File: src/rtl/enc_round_pipe.sv
// Pipelined rotate/add cipher with one round per register stage and per-stage valid/ready flow control.
// Each beat carries its own key and mode; decrypt runs the rounds in reverse order.
module enc_round_pipe #(
   parameter int DATA_W = 16,
   parameter int KEY_W  = 3,
   parameter int ROUNDS = 4
) (
   input  logic              clk,
   input  logic              rst,
   input  logic              in_valid,
   output logic              in_ready,
   input  logic [DATA_W-1:0] in_data,
   input  logic [KEY_W-1:0]  in_key,
   input  logic              in_mode,
   output logic              out_valid,
   input  logic              out_ready,
   output logic [DATA_W-1:0] out_data,
   output logic              out_mode,
   output logic              busy
);

   localparam int SH_W = $clog2(DATA_W);

   logic [ROUNDS-1:0] st_vld;
   logic [ROUNDS-1:0] st_mode;
   logic [DATA_W-1:0] st_data [ROUNDS];
   logic [KEY_W-1:0]  st_key  [ROUNDS];

   logic [ROUNDS-1:0] can_load;
   logic [ROUNDS-1:0] load;
   logic [ROUNDS-1:0] src_vld;
   logic [ROUNDS-1:0] src_mode;
   logic [DATA_W-1:0] src_data [ROUNDS];
   logic [KEY_W-1:0]  src_key  [ROUNDS];
   logic [DATA_W-1:0] nxt_data [ROUNDS];

   function automatic logic [DATA_W-1:0] rotl(input logic [DATA_W-1:0] x, input logic [SH_W-1:0] s);
      logic [2*DATA_W-1:0] t;
      t = {x, x} << s;
      return t[2*DATA_W-1:DATA_W];
   endfunction

   function automatic logic [DATA_W-1:0] rotr(input logic [DATA_W-1:0] x, input logic [SH_W-1:0] s);
      logic [2*DATA_W-1:0] t;
      t = {x, x} >> s;
      return t[DATA_W-1:0];
   endfunction

   // Stage j runs round j when encrypting and round ROUNDS-1-j when decrypting.
   function automatic logic [DATA_W-1:0] round_fn(input logic [DATA_W-1:0] x,
                                                  input logic [KEY_W-1:0]  k,
                                                  input logic              m,
                                                  input int                stage);
      int                r;
      logic [KEY_W-1:0]  kr;
      logic [SH_W-1:0]   sh;
      logic [DATA_W-1:0] kx;
      r  = m ? (ROUNDS - 1 - stage) : stage;
      kr = k + KEY_W'(r);
      sh = SH_W'(kr);
      kx = DATA_W'(kr);
      if (!m) return rotl(x, sh) + kx;
      else    return rotr(x - kx, sh);
   endfunction

   // NOTE: every variable gets a full default before the loops so no latch is inferred.
   always_comb begin
      can_load = '0;
      src_vld  = '0;
      src_mode = '0;
      for (int i = 0; i < ROUNDS; i++) begin
         src_data[i] = '0;
         src_key[i]  = '0;
      end

      // A stage can take a new beat when empty or when its own beat moves on.
      can_load[ROUNDS-1] = !st_vld[ROUNDS-1] || out_ready;
      for (int i = ROUNDS - 2; i >= 0; i--)
         can_load[i] = !st_vld[i] || can_load[i+1];

      src_vld[0]  = in_valid;
      src_mode[0] = in_mode;
      src_data[0] = in_data;
      src_key[0]  = in_key;
      for (int i = 1; i < ROUNDS; i++) begin
         src_vld[i]  = st_vld[i-1];
         src_mode[i] = st_mode[i-1];
         src_data[i] = st_data[i-1];
         src_key[i]  = st_key[i-1];
      end

      load = src_vld & can_load;
      for (int i = 0; i < ROUNDS; i++)
         nxt_data[i] = round_fn(src_data[i], src_key[i], src_mode[i], i);
   end

   // NOTE: the data/key arrays are reset too, so out_data reads zero during and after reset.
   always_ff @(posedge clk or posedge rst) begin
      if (rst) begin
         st_vld  <= '0;
         st_mode <= '0;
         for (int i = 0; i < ROUNDS; i++) begin
            st_data[i] <= '0;
            st_key[i]  <= '0;
         end
      end else begin
         for (int i = 0; i < ROUNDS; i++) begin
            if (can_load[i])
               st_vld[i] <= src_vld[i];
            if (load[i]) begin
               st_data[i] <= nxt_data[i];
               st_key[i]  <= src_key[i];
               st_mode[i] <= src_mode[i];
            end
         end
      end
   end

   assign in_ready  = can_load[0];
   assign out_valid = st_vld[ROUNDS-1];
   assign out_data  = st_data[ROUNDS-1];
   assign out_mode  = st_mode[ROUNDS-1];
   assign busy      = |st_vld;

endmodule

File: config.mk
export PLATFORM = sky130hd
export DESIGN_NAME = enc_round_pipe
export DESIGN_NICKNAME = d
export VERILOG_FILES = /design/src/rtl/enc_round_pipe.sv
export SDC_FILE = /design/constraint.sdc
export NUM_CORES = 1
export LEC_CHECK = 0
export CAP_MARGIN = 20
export CORE_MARGIN = 8
export CORE_UTILIZATION = 48
export CTS_CLUSTER_SIZE = 25
export DETAILED_ROUTE_END_ITERATION = 12
export PLACE_DENSITY = 0.69
export SETUP_SLACK_MARGIN = 0.02
export SYNTH_ARGS = -nofsm -noshare
export SYNTH_HDL_FRONTEND = slang
export SYNTH_SLANG_ARGS = --single-unit
File: constraint.sdc
create_clock -name clk -period 9.1 [get_ports clk]
set_clock_uncertainty 0.2 [all_clocks]
set_input_delay 1.365 -clock clk [delete_from_list [all_inputs] [get_ports clk]]
set_output_delay 1.365 -clock clk [all_outputs]
set_load 0.005 [all_outputs]
After elaboration in Yosys (flattened, before gate mapping)
Index checks and enable logic that the tools add are counted.
W data, S select, Z words.

cells by class
  equal/unequal tests = 0
  add/sub/neg operators = 12
  divide/modulo/power cells = 0
  reductions and logical operators = 9
  mux-type cells = 8
  shift-type cells = 8
  bitwise operators = 1
  multipliers = 0
  order comparisons = 0

operators by type and width
  kind                count
  $shl A32 B3 Y32     4
  $shr A32 B3 Y16     4
  $add A16 B3 Y16     4
  $mux W16            4
  $sub A16 B3 Y16     4
  $add A3 B2 Y3       4
  $mux W2             4
  $and A4 B4 Y4       1
  $logic_not A1 Y1    4
  $logic_or A1 B1 Y1  4
  $reduce_or A4 Y1    1

word-level totals
  bits in latches = 0
  ROM bits = 0
  memories = 0
  bits in writable memories = 0
  output and inout bits = 20
  logic and storage cells = 53
  bits in registers = 81

Depth between registers and ports, before layout
  depth in word-level cells = 6
  depth in mapped cells = 21
  depth with buffers taken out = 16

Least setup slack after synthesis
Ideal clock, no wire load.

  path kind = input to register
  from = in in_mode
  to = reg st_data (netlist bit src_data[47])
  setup time = 0.126 ns
  stages = 17
  setup slack = 3.464 ns
  data required time = 8.774 ns
  buffers on the path = 4
  data arrival time = 5.310 ns
  cell sequence = clkbuf_1 inv_1 fa_1 xnor2_1 clkbuf_1 clkbuf_1 clkbuf_1 a21oi_1 ha_1 a21o_1 o211a_1 a31oi_1 o21bai_1 or3_1 nor4_1 xor2_1 o21ai_0

between the ends
  cells in the longest elaborated chain, start to end = 5

ends and longest elaborated chain
  item                                                line    source
  start: declaration                                  14      input logic in_mode,
  $mux W2                                             58      r = m ? (ROUNDS - 1 - stage) : stage;
  $add A3 B2 Y3                                       59      kr = k + KEY_W'(r);
  $shl A32 B3 Y32 or $sub A16 B3 Y16 (tied branches)  39, 63
  $add A16 B3 Y16 or $shr A32 B3 Y16 (tied branches)  62, 45
  $mux W16 *                                          62      if (!m) return rotl(x, sh) + kx;
  end signal: indexed assignment                      111     st_data[i] <= nxt_data[i];
  end: declaration                                    26      logic [DATA_W-1:0] st_data [ROUNDS];

Mark *: on every way between the ends. The rest lies on a longest branch, timed or not.
A chain may end at the register's enable or synchronous reset.

Worst setup path after layout
Same ends and word-level chain as after synthesis.

==> reports/qor.yml <==
critical_path:
  arrival_ns: 6.23
  start_kind: "input pin"
  r2r_end: "out_data[5]"
  critPathCaptureType: "flop"
  rr_startpoint: "st_mode[2]"
  critPathMaxFanout: 45
  critPathRequiredTime_ns: 9.14
  ff2ff_setup_slack_ns: 3.13
  path_class: "in -> reg"
  cp-endpoint: "src_data[47]"
  cp-startpoint: "in_mode"
  reg2regPathDepth: 16
routing:
  drt_iter0_drc: 1396
  ant_nets: 0
  post_drt_wl_per_cell_um: 20.4
  drt_wl_total_um: 37100
  vias: 12400
  viasPerCell: 6.80
  dr.pass1.iters: 6
  route.detailed.drc: 0
yosys:
  yosys.area.top_type: "dfrtp_1"
  async_flop_share: 1.00
  syn_area_um2: 12200
  yosys-top-cells-count: "173 x nand2_1, 122 x nor2_1, 114 x clkbuf_1"
  synth_adder_area_share: 0.0434
  ys_seq_area_frac: 0.166
  syn_inst: 1555
  synth_edf_count: 0
  post_synth.cell_area_avg_um2: 7.86
  yosys-top-cells-area: "dfrtp_1 17%, mux4_2 11%, mux2i_1 6.9%, nand2_1 5.3%, o21ai_0 4.3%"
  synth_xor_xnor_area_share: 0.0638
  synthMuxAreaShare: 0.198
  synth.top_cell.area_share: 0.166
  synth_compound_area_frac: 0.258
  synthFlopType: "dfrtp_1"
  synth.most_common_cell: "nand2_1"
  synth_cell_types: 83
  synth_top_family_by_area: "compound AO/OA/AOI/OAI gates"
  synth_fp_nets: 1607
  ys_ff_latch: 81
  synth-simple-area-share: 0.210
  synth_warnings: 0
power:
  p_int_mw: 2.54
  leakagePower_nw: 4.93
  clockPowerShare: 0.073
  p_comb_frac: 0.776
  p_switching_mw: 2.99
  power.total_mw: 5.53
  p_seq_frac: 0.151
  netSwitchingFraction: 0.541
  ir_drop_v: 0.000356
  powerDensity_nw_per_um2: 423
timing:
  worst_slew_pin_slew_ns: 0.942
  fin_setup_tns_ns: 0
  setup_viol: 0
  min_period_ns: 6.20
  drv_slew: 0
  fin_crit_sh: 0.681
  hold_viol_final: 0
  worst_hold_slack_ns: 0.278
  slew_headroom: 0.372
  fmax_mhz: 161
  grt_setup_unrepaired: "false"
clock_network:
  ctsResizeCount: 0
  htree_levels: 3
  root_buffer: "clkbuf_16"
  cts.sinks: 81
  clk_pin_slew_worst_paths_ns: 0.07
  cts_buffers: 9
  post-cts-setup-buffer-count: 0
  insertion_delay_ns: 0.35
  tritoncts: "yes"
  clk_path_buf_depth: 2
  hold_buffers: 0
floorplanning:
  core-area_um2: 25100
  initial_core_util: 0.487
  rows: 58
  fp.dieArea_um2: 30800
  ios: 44
  die_w_um: 176
  fp.dieH_um: 176
placement:
  place.gp.congestion: 0.961
  portBuffers: 43
  place_area_um2: 12700
  dp_hpwl_um: 27300
grt:
  grt_pass1_wl_um: 60200
  grt_usage: 0.235
  grt_overflow: 0
  grt_pass1_vias: 11400
  grt_antenna_before_repair: 0
  grt_max_degree: 82
finish:
  final_cell_area_um2: 13100
  drive_gt1_frac: 0.105
  n_antenna_cell: 0
  syn_to_final_growth_pct: 7.07
  nets: 1535
  final_util: 0.521
worst_hold_path:
  holdCritPathClass: "reg -> reg"
  hold_start: "out_data[6]"
run_status:
  outcome: "finished clean"
flow_run:
  max-cap-violations: 0
[kinds of logic (layout without fill, tap and decap cells)]
group / count (synthesis) / count (layout)
xor gates and xnor gates: 89 / 89
AOI/OAI and AO/OA: 457 / 457
adders and majority gates: 37 / 37
muxes: 164 / 164
DFF: 81 / 81
and+or+nand+nor: 535 / 535
buffers and inverters: 192 / 125
[worst min path at each step]
stage	to	cells after the start	slack, ns
floorplan	src_key[0]	2	0.25
global placement	st_mode[3]	2	0.26
detailed placement	out_data[6]	1	0.27
CTS	out_data[6]	1	0.28
global route	out_data[6]	1	0.29
finish	out_data[6]	1	0.28
[stage by stage]
step | instances | setup slack (ns)
final | 1818 | 2.90
after global routing | 1818 | 2.45
after CTS | 1817 | 2.95
after detailed placement | 1801 | 2.58
after global placement | 1801 | 2.70
after floorplan | 1555 | 3.46
[area by class of cell]
type                    count  area (µm²)
repair buffers             62         593
multi-input cells        1282        9550
flip-flops and latches     81        2030
fillers                  2430       12000
inverters                  47         178
clock buffers              11         243
clock inverters             5        86.3
well taps                 330         413
[worst max-delay path, stage by stage]
cell and delay, ns:
clkdlybuf4s50_1 0.74, ha_1 0.46, buf_4 0.45, clkinv_1 0.64
o21ai_0 0.33, o21ai_0 0.13, a21oi_1 0.28, ha_1 0.20
a21o_1 0.14, o211a_1 0.20, a31oi_1 0.06, o21bai_1 0.25
or3_1 0.42, nor4_1 0.31, xor2_1 0.16, o21ai_0 0.08
[state kept, by name, summed over array words and instances, names as in the netlist]
name / count
st_vld: 4
out_data: 16
src_key: 9
st_mode: 4
src_data: 48
[cells in the final DEF, fill, tap and decap left out, drive strengths merged, types with 14 or more instances in the layout]
cell type / netlist / routed
ha: 16 / 16
xnor2: 58 / 58
and3: 18 / 18
a31oi: 21 / 21
a21oi: 75 / 75
and2: 21 / 21
mux4: 60 / 60
nand2: 173 / 173
mux2i: 84 / 84
o21ai: 107 / 107
nand2b: 24 / 24
o31ai: 17 / 17
or3: 21 / 21
nor4: 21 / 21
clkdlybuf4s50: 0 / 43
o221ai: 15 / 15
o211ai: 40 / 40
nand4: 20 / 20
nand3: 36 / 36
xor2: 31 / 31
buf: 31 / 19
mux2: 20 / 20
a211oi: 14 / 14
nor3: 34 / 34
nor2: 122 / 122
inv: 43 / 44
dfrtp: 81 / 81
[per-layer routing]
metal  global-route usage  vias to the layer above  wire length, µm
li1                     -                     5745                -
met1                0.310                     5953            15600
met2                0.381                      591            17700
met3               0.0326                       82             2660
met4               0.0950                        0             1130
met5                    0                        -                0
[power groups by stage]
stage                     registers, mW  logic [mW]  clock network [mW]
after global placement            0.822        4.17                   0
after CTS                         0.822        4.23               0.412
after global routing              0.858        4.67               0.425
after detailed placement          0.830        4.21                   0
after floorplan                   0.605        3.39                   0
final                             0.834        4.29               0.407
Note: power is estimated with default switching activity, not from simulation.
==> patch 1 (same flow settings) <==
Add an input register stage for `in_key` and `in_mode`, with the module's reset; this delays them by one clock. The other inputs are not delayed to match.
--- a/src/rtl/enc_round_pipe.sv
+++ b/src/rtl/enc_round_pipe.sv
@@ -22,2 +22,15 @@
    localparam int SH_W = $clog2(DATA_W);
+
+   logic [KEY_W-1:0] in_key_q;
+   logic in_mode_q;
+
+   always_ff @(posedge clk or posedge rst) begin
+      if (rst) begin
+         in_key_q  <= '0;
+         in_mode_q <= '0;
+      end else begin
+         in_key_q  <= in_key;
+         in_mode_q <= in_mode;
+      end
+   end
 
@@ -81,5 +94,5 @@
       src_vld[0]  = in_valid;
-      src_mode[0] = in_mode;
+      src_mode[0] = in_mode_q;
       src_data[0] = in_data;
-      src_key[0]  = in_key;
+      src_key[0]  = in_key_q;
       for (int i = 1; i < ROUNDS; i++) begin
Behaviour: not the same (Yosys sat finds a counterexample within 10 cycles, from zero or initial values and one cycle with rst high).
==> patch 1 against the original RTL <==
Sequential cell count is 4 higher. Largest cell class unchanged. Die area rose by 6.1%. Worst setup slack improved by 0.55 ns. Area after synthesis increased by 6.7%. Synthesized cell count grew 7.5%. Total power rose by 5.2%. Final area grew 4.9%. Wire length increased by 14%.
==> patch 1: results (changes against the original RTL) <==
Synth Warn #=0 (unchanged); Resize count post-CTS=0 (unchanged); TritonRoute pass-1 iters=8 (+2); initial drt markers=1784 (+28%); top cells by count, synth=nand2_1 (212), nor2_1 (142), o21ai_0 (104); CP top delay family=adder cells; Synth Net Count=1724 (+7.3%); WL/cell=21.7 um (+6.6%); Post-synth ARST share=1.00 (unchanged); maximum number of pins on one net before global-route repair=76 (-7.3%); ranking of synthesized cells by area=dfrtp_1 (16%), mux4_2 (9.1%), nand2_1 (6.1%); worst-path fanout max=28 (-38%); routed vias/inst=6.87 (+0.99%); metal2 WL=19000 um (+7.2%); register area share after synthesis=0.163 (-0.00281); dpl hpwl=30800 um (+13%); setup slack at placement=3.59 ns (+1.01 ns); share of cells above drive strength 1=0.110 (+0.00530); GPL Wtd Cong=0.935 (-2.8%); Max Root-Sink Buffers=2 (unchanged); Worst VDD drop=0.300 mV (-16%); Met3 Routed Length=3460 um (+30%); P_leak=5.18 nW (+5.0%); WL met1=18600 um (+19%); status=complete, no violations; Crit path largest cell delay=0.89 ns (+0.15 ns); slew margin rel.=0.339 (-0.0331); HP Class=flip-flop to flip-flop; first-pass GRT wire length=68200 um (+13%); Final nets=1645 (+7.2%); synth unique cells=102 (+23%); CP max-delay cell=fa_2; overall routing resource usage=0.250 (+0.0149); vias in the first global route=12200 (+7.1%)
-- patch 1: layer usage --
metal | vias to the layer above | track usage
met5 | - | 0
met4 | 0 | 0.0794
met3 | 87 | 0.0361
met2 | 715 | 0.389
met1 | 6383 | 0.351
li1 | 6140 | -
-- patch 1: power by group --
| part | switching (mW) | leakage, nW | internal (mW) |
|---|---|---|---|
| Combinational | 2.70 | 4.01 | 1.82 |
| Clock | 0.169 | 0.142 | 0.190 |
| Sequential | 0.421 | 1.02 | 0.518 |
| Total | 3.29 | 5.18 | 2.52 |
-- patch 1: worst min-delay path, stage by stage, from the launching register on --
cell and delay, ns:
dfrtp_1 0.35, nand2_1 0.05, nand2_1 0.06
-- patch 1: final cells by class --
type | count | area [um2]
clock inverters | 7 | 56.3
inverters | 47 | 178
well taps | 341 | 427
multi-input cells | 1388 | 10100
fillers | 2562 | 13100
clock buffers | 9 | 225
flip-flops and latches | 85 | 2130
repair buffers | 62 | 573
-- patch 1: cells by family after synthesis --
group                      after synthesis  share of synthesized area
AOI/OAI and AO/OA                      481                      0.264
xor gates and xnor gates                96                     0.0676
adders and majority gates               33                     0.0378
buffers and inverters                  199                     0.0638
DFF                                     85                      0.163
muxes                                  160                      0.177
and+or+nand+nor                        618                      0.227
-- patch 1: final timing paths --
check / end / startpoint / slack, ns / cells after the start
max: out_data[8] / st_mode[2] / 3.45 / 15
min: st_mode[3] / st_mode[3] / 0.29 / 2
max reg2reg: out_data[8] / st_mode[2] / 3.45 / 15
min reg2reg: st_mode[3] / st_mode[3] / 0.29 / 2
max in group asynchronous: src_data[31] / rst / 6.46 / 3
min in group asynchronous: src_data[32] / rst / 1.03 / 2
-- patch 1: stage by stage --
stage          total power [mW]  std cells  area [um2]
3_3_place_gp               5.27       1923       13500
3_5_place_dp               5.31       1923       13500
2_1_floorplan              4.19       1672       13000
4_1_cts                    5.70       1939       13700
5_1_grt                    6.24       1939       13700
6_report                   5.82       1939       13700
==> patch 2 (same settings) <==
Made on the original files. The parameter `ROUNDS` goes from 4 to 8.
--- a/src/rtl/enc_round_pipe.sv
+++ b/src/rtl/enc_round_pipe.sv
@@ -5,3 +5,3 @@
    parameter int KEY_W  = 3,
-   parameter int ROUNDS = 4
+   parameter int ROUNDS = 8
 ) (
Check against the original RTL: not equivalent (a bounded check fails within 10 cycles, from zero or initial values and one cycle with rst high).
==> patch 2 against the original RTL <==
Area after synthesis rose by 110%. First-iteration DRC count rose by 96%. Register-to-register slack hardly changed. Count of clock-buffer cells in the layout increased by 7. Worst setup slack lost 0.56 ns. Wire length rose by 120%. Synthesized cell count increased by 100%. Die area grew 95%. Sequential cell count increased by 84. Final area up 99%.
Power is left out: the tool's default activity adds up to more than one toggle a clock period on the data nets, which glitch-free logic cannot reach.
==> patch 2: results (changes against the original RTL) <==
Synth Net Count=3209 (+100%); mean area per synthesized cell=8.05 um2 (+2.4%); dpl hpwl=58700 um (+120%); synth unique cells=100 (+20%); Layout Cells excl Fill=3621 (+99%); Synth Warn #=0 (unchanged); adder-cell share of the synthesized area=0.0438 (+0.000356); worst-path fanout max=19 (-58%); Worst-Skew Late Latency=0.48 ns (+0.13 ns); routed vias/inst=6.93 (+1.9%); maximum number of pins on one net before global-route repair=91 (+11%); first-pass GRT wire length=128000 um (+110%); TritonRoute pass-1 iters=9 (+3); worst r2r path cells=12 (-4); post-layout util=0.500 (-0.0214); Hold Crit Depth=2 (+1); Area after DPL=25500 um2 (+100%); slew margin rel.=0.289 (-0.0834); Diodes inserted=0 (unchanged); Crit path largest cell delay=1.18 ns (+0.44 ns); largest family of logic cells by synthesized area=compound AO/OA/AOI/OAI gates; most used flip-flop cell after synthesis=dfrtp_1; register area share after synthesis=0.164 (-0.00192); Fill cells=5014 (+110%); GPL Wtd Cong=0.944 (-1.8%); CP max-delay cell=fa_1; XOR/XNOR share of the synthesized area=0.0757 (+0.0119); overall routing resource usage=0.257 (+0.0222); top cells by count, synth=nand2_1 (330), nor2_1 (237), clkbuf_1 (205); post-synthesis mux area share=0.198 (+0.000405); Largest register FFs=112 (+130%); WL/cell=22.1 um (+8.2%); setup slack at placement=1.92 ns (-0.662 ns); CTS Buf Count=17 (+8); Crit path arrival time=6.93 ns (+0.70 ns); status=complete, no violations; vias in the first global route=23300 (+100%); H-tree lvl count=4 (+1); initial drt markers=2732 (+96%); CP top delay family=adder cells; Final nets=3000 (+95%); initial antenna violation count=0 (unchanged); Synth Area in Compound Gates=0.246 (-0.0119); share of cells above drive strength 1=0.113 (+0.00802); ranking of synthesized cells by area=dfrtp_1 (16%), mux4_2 (12%), mux2i_1 (5.7%)
==> patch 2: cell types whose count changed after synthesis, moves of 70 or more <==
cell | before | now
a21oi_1 | 75 | 168
clkbuf_1 | 114 | 205
dfrtp_1 | 81 | 165
o21ai_0 | 105 | 175
nand2_1 | 173 | 330
mux4_2 | 60 | 131
nor2_1 | 122 | 237
==> patch 2: worst paths after layout <==
| path | from | to | slack, ns |
|---|---|---|---|
| max | in_mode | src_data[104] | 2.34 |
| min | st_mode[7] | st_mode[7] | 0.29 |
| max reg2reg | st_mode[6] | out_data[7] | 3.14 |
| min reg2reg | st_mode[7] | st_mode[7] | 0.29 |
| max in group asynchronous | rst | st_mode[7] | 5.93 |
| min in group asynchronous | rst | src_data[108] | 1.21 |
==> patch 2: routing by layer <==
layer | global-route usage | vias up | wire (um) | share of wire
met5 | 0 | - | 0 | 0
li1 | - | 11500 | - | -
met1 | 0.344 | 12200 | 33500 | 0.42
met3 | 0.0340 | 192 | 5820 | 0.073
met2 | 0.417 | 1208 | 37800 | 0.47
met4 | 0.104 | 0 | 2800 | 0.035
==> patch 2: kinds of logic after synthesis <==
group                      Yosys count
muxes                              329
adders and majority gates           77
AOI/OAI and AO/OA                  896
and+or+nand+nor                   1073
buffers and inverters              399
xor gates and xnor gates           190
DFF                                165
==> patch 2: final cells by class <==
type,count,area share
clock buffer,18,0.0164
clock inverter,14,0.00671
inverter,97,0.0141
multi-input combinational,2565,0.746
sequential,165,0.158
tap,688,0.0330
timing repair buffer,74,0.0254
==> patch 2: tightest hold or removal path, cell delays in order, from the launching register on <==
cell,delay (ns)
dfrtp_1,0.35
nand2_1,0.05
nand2_1,0.06
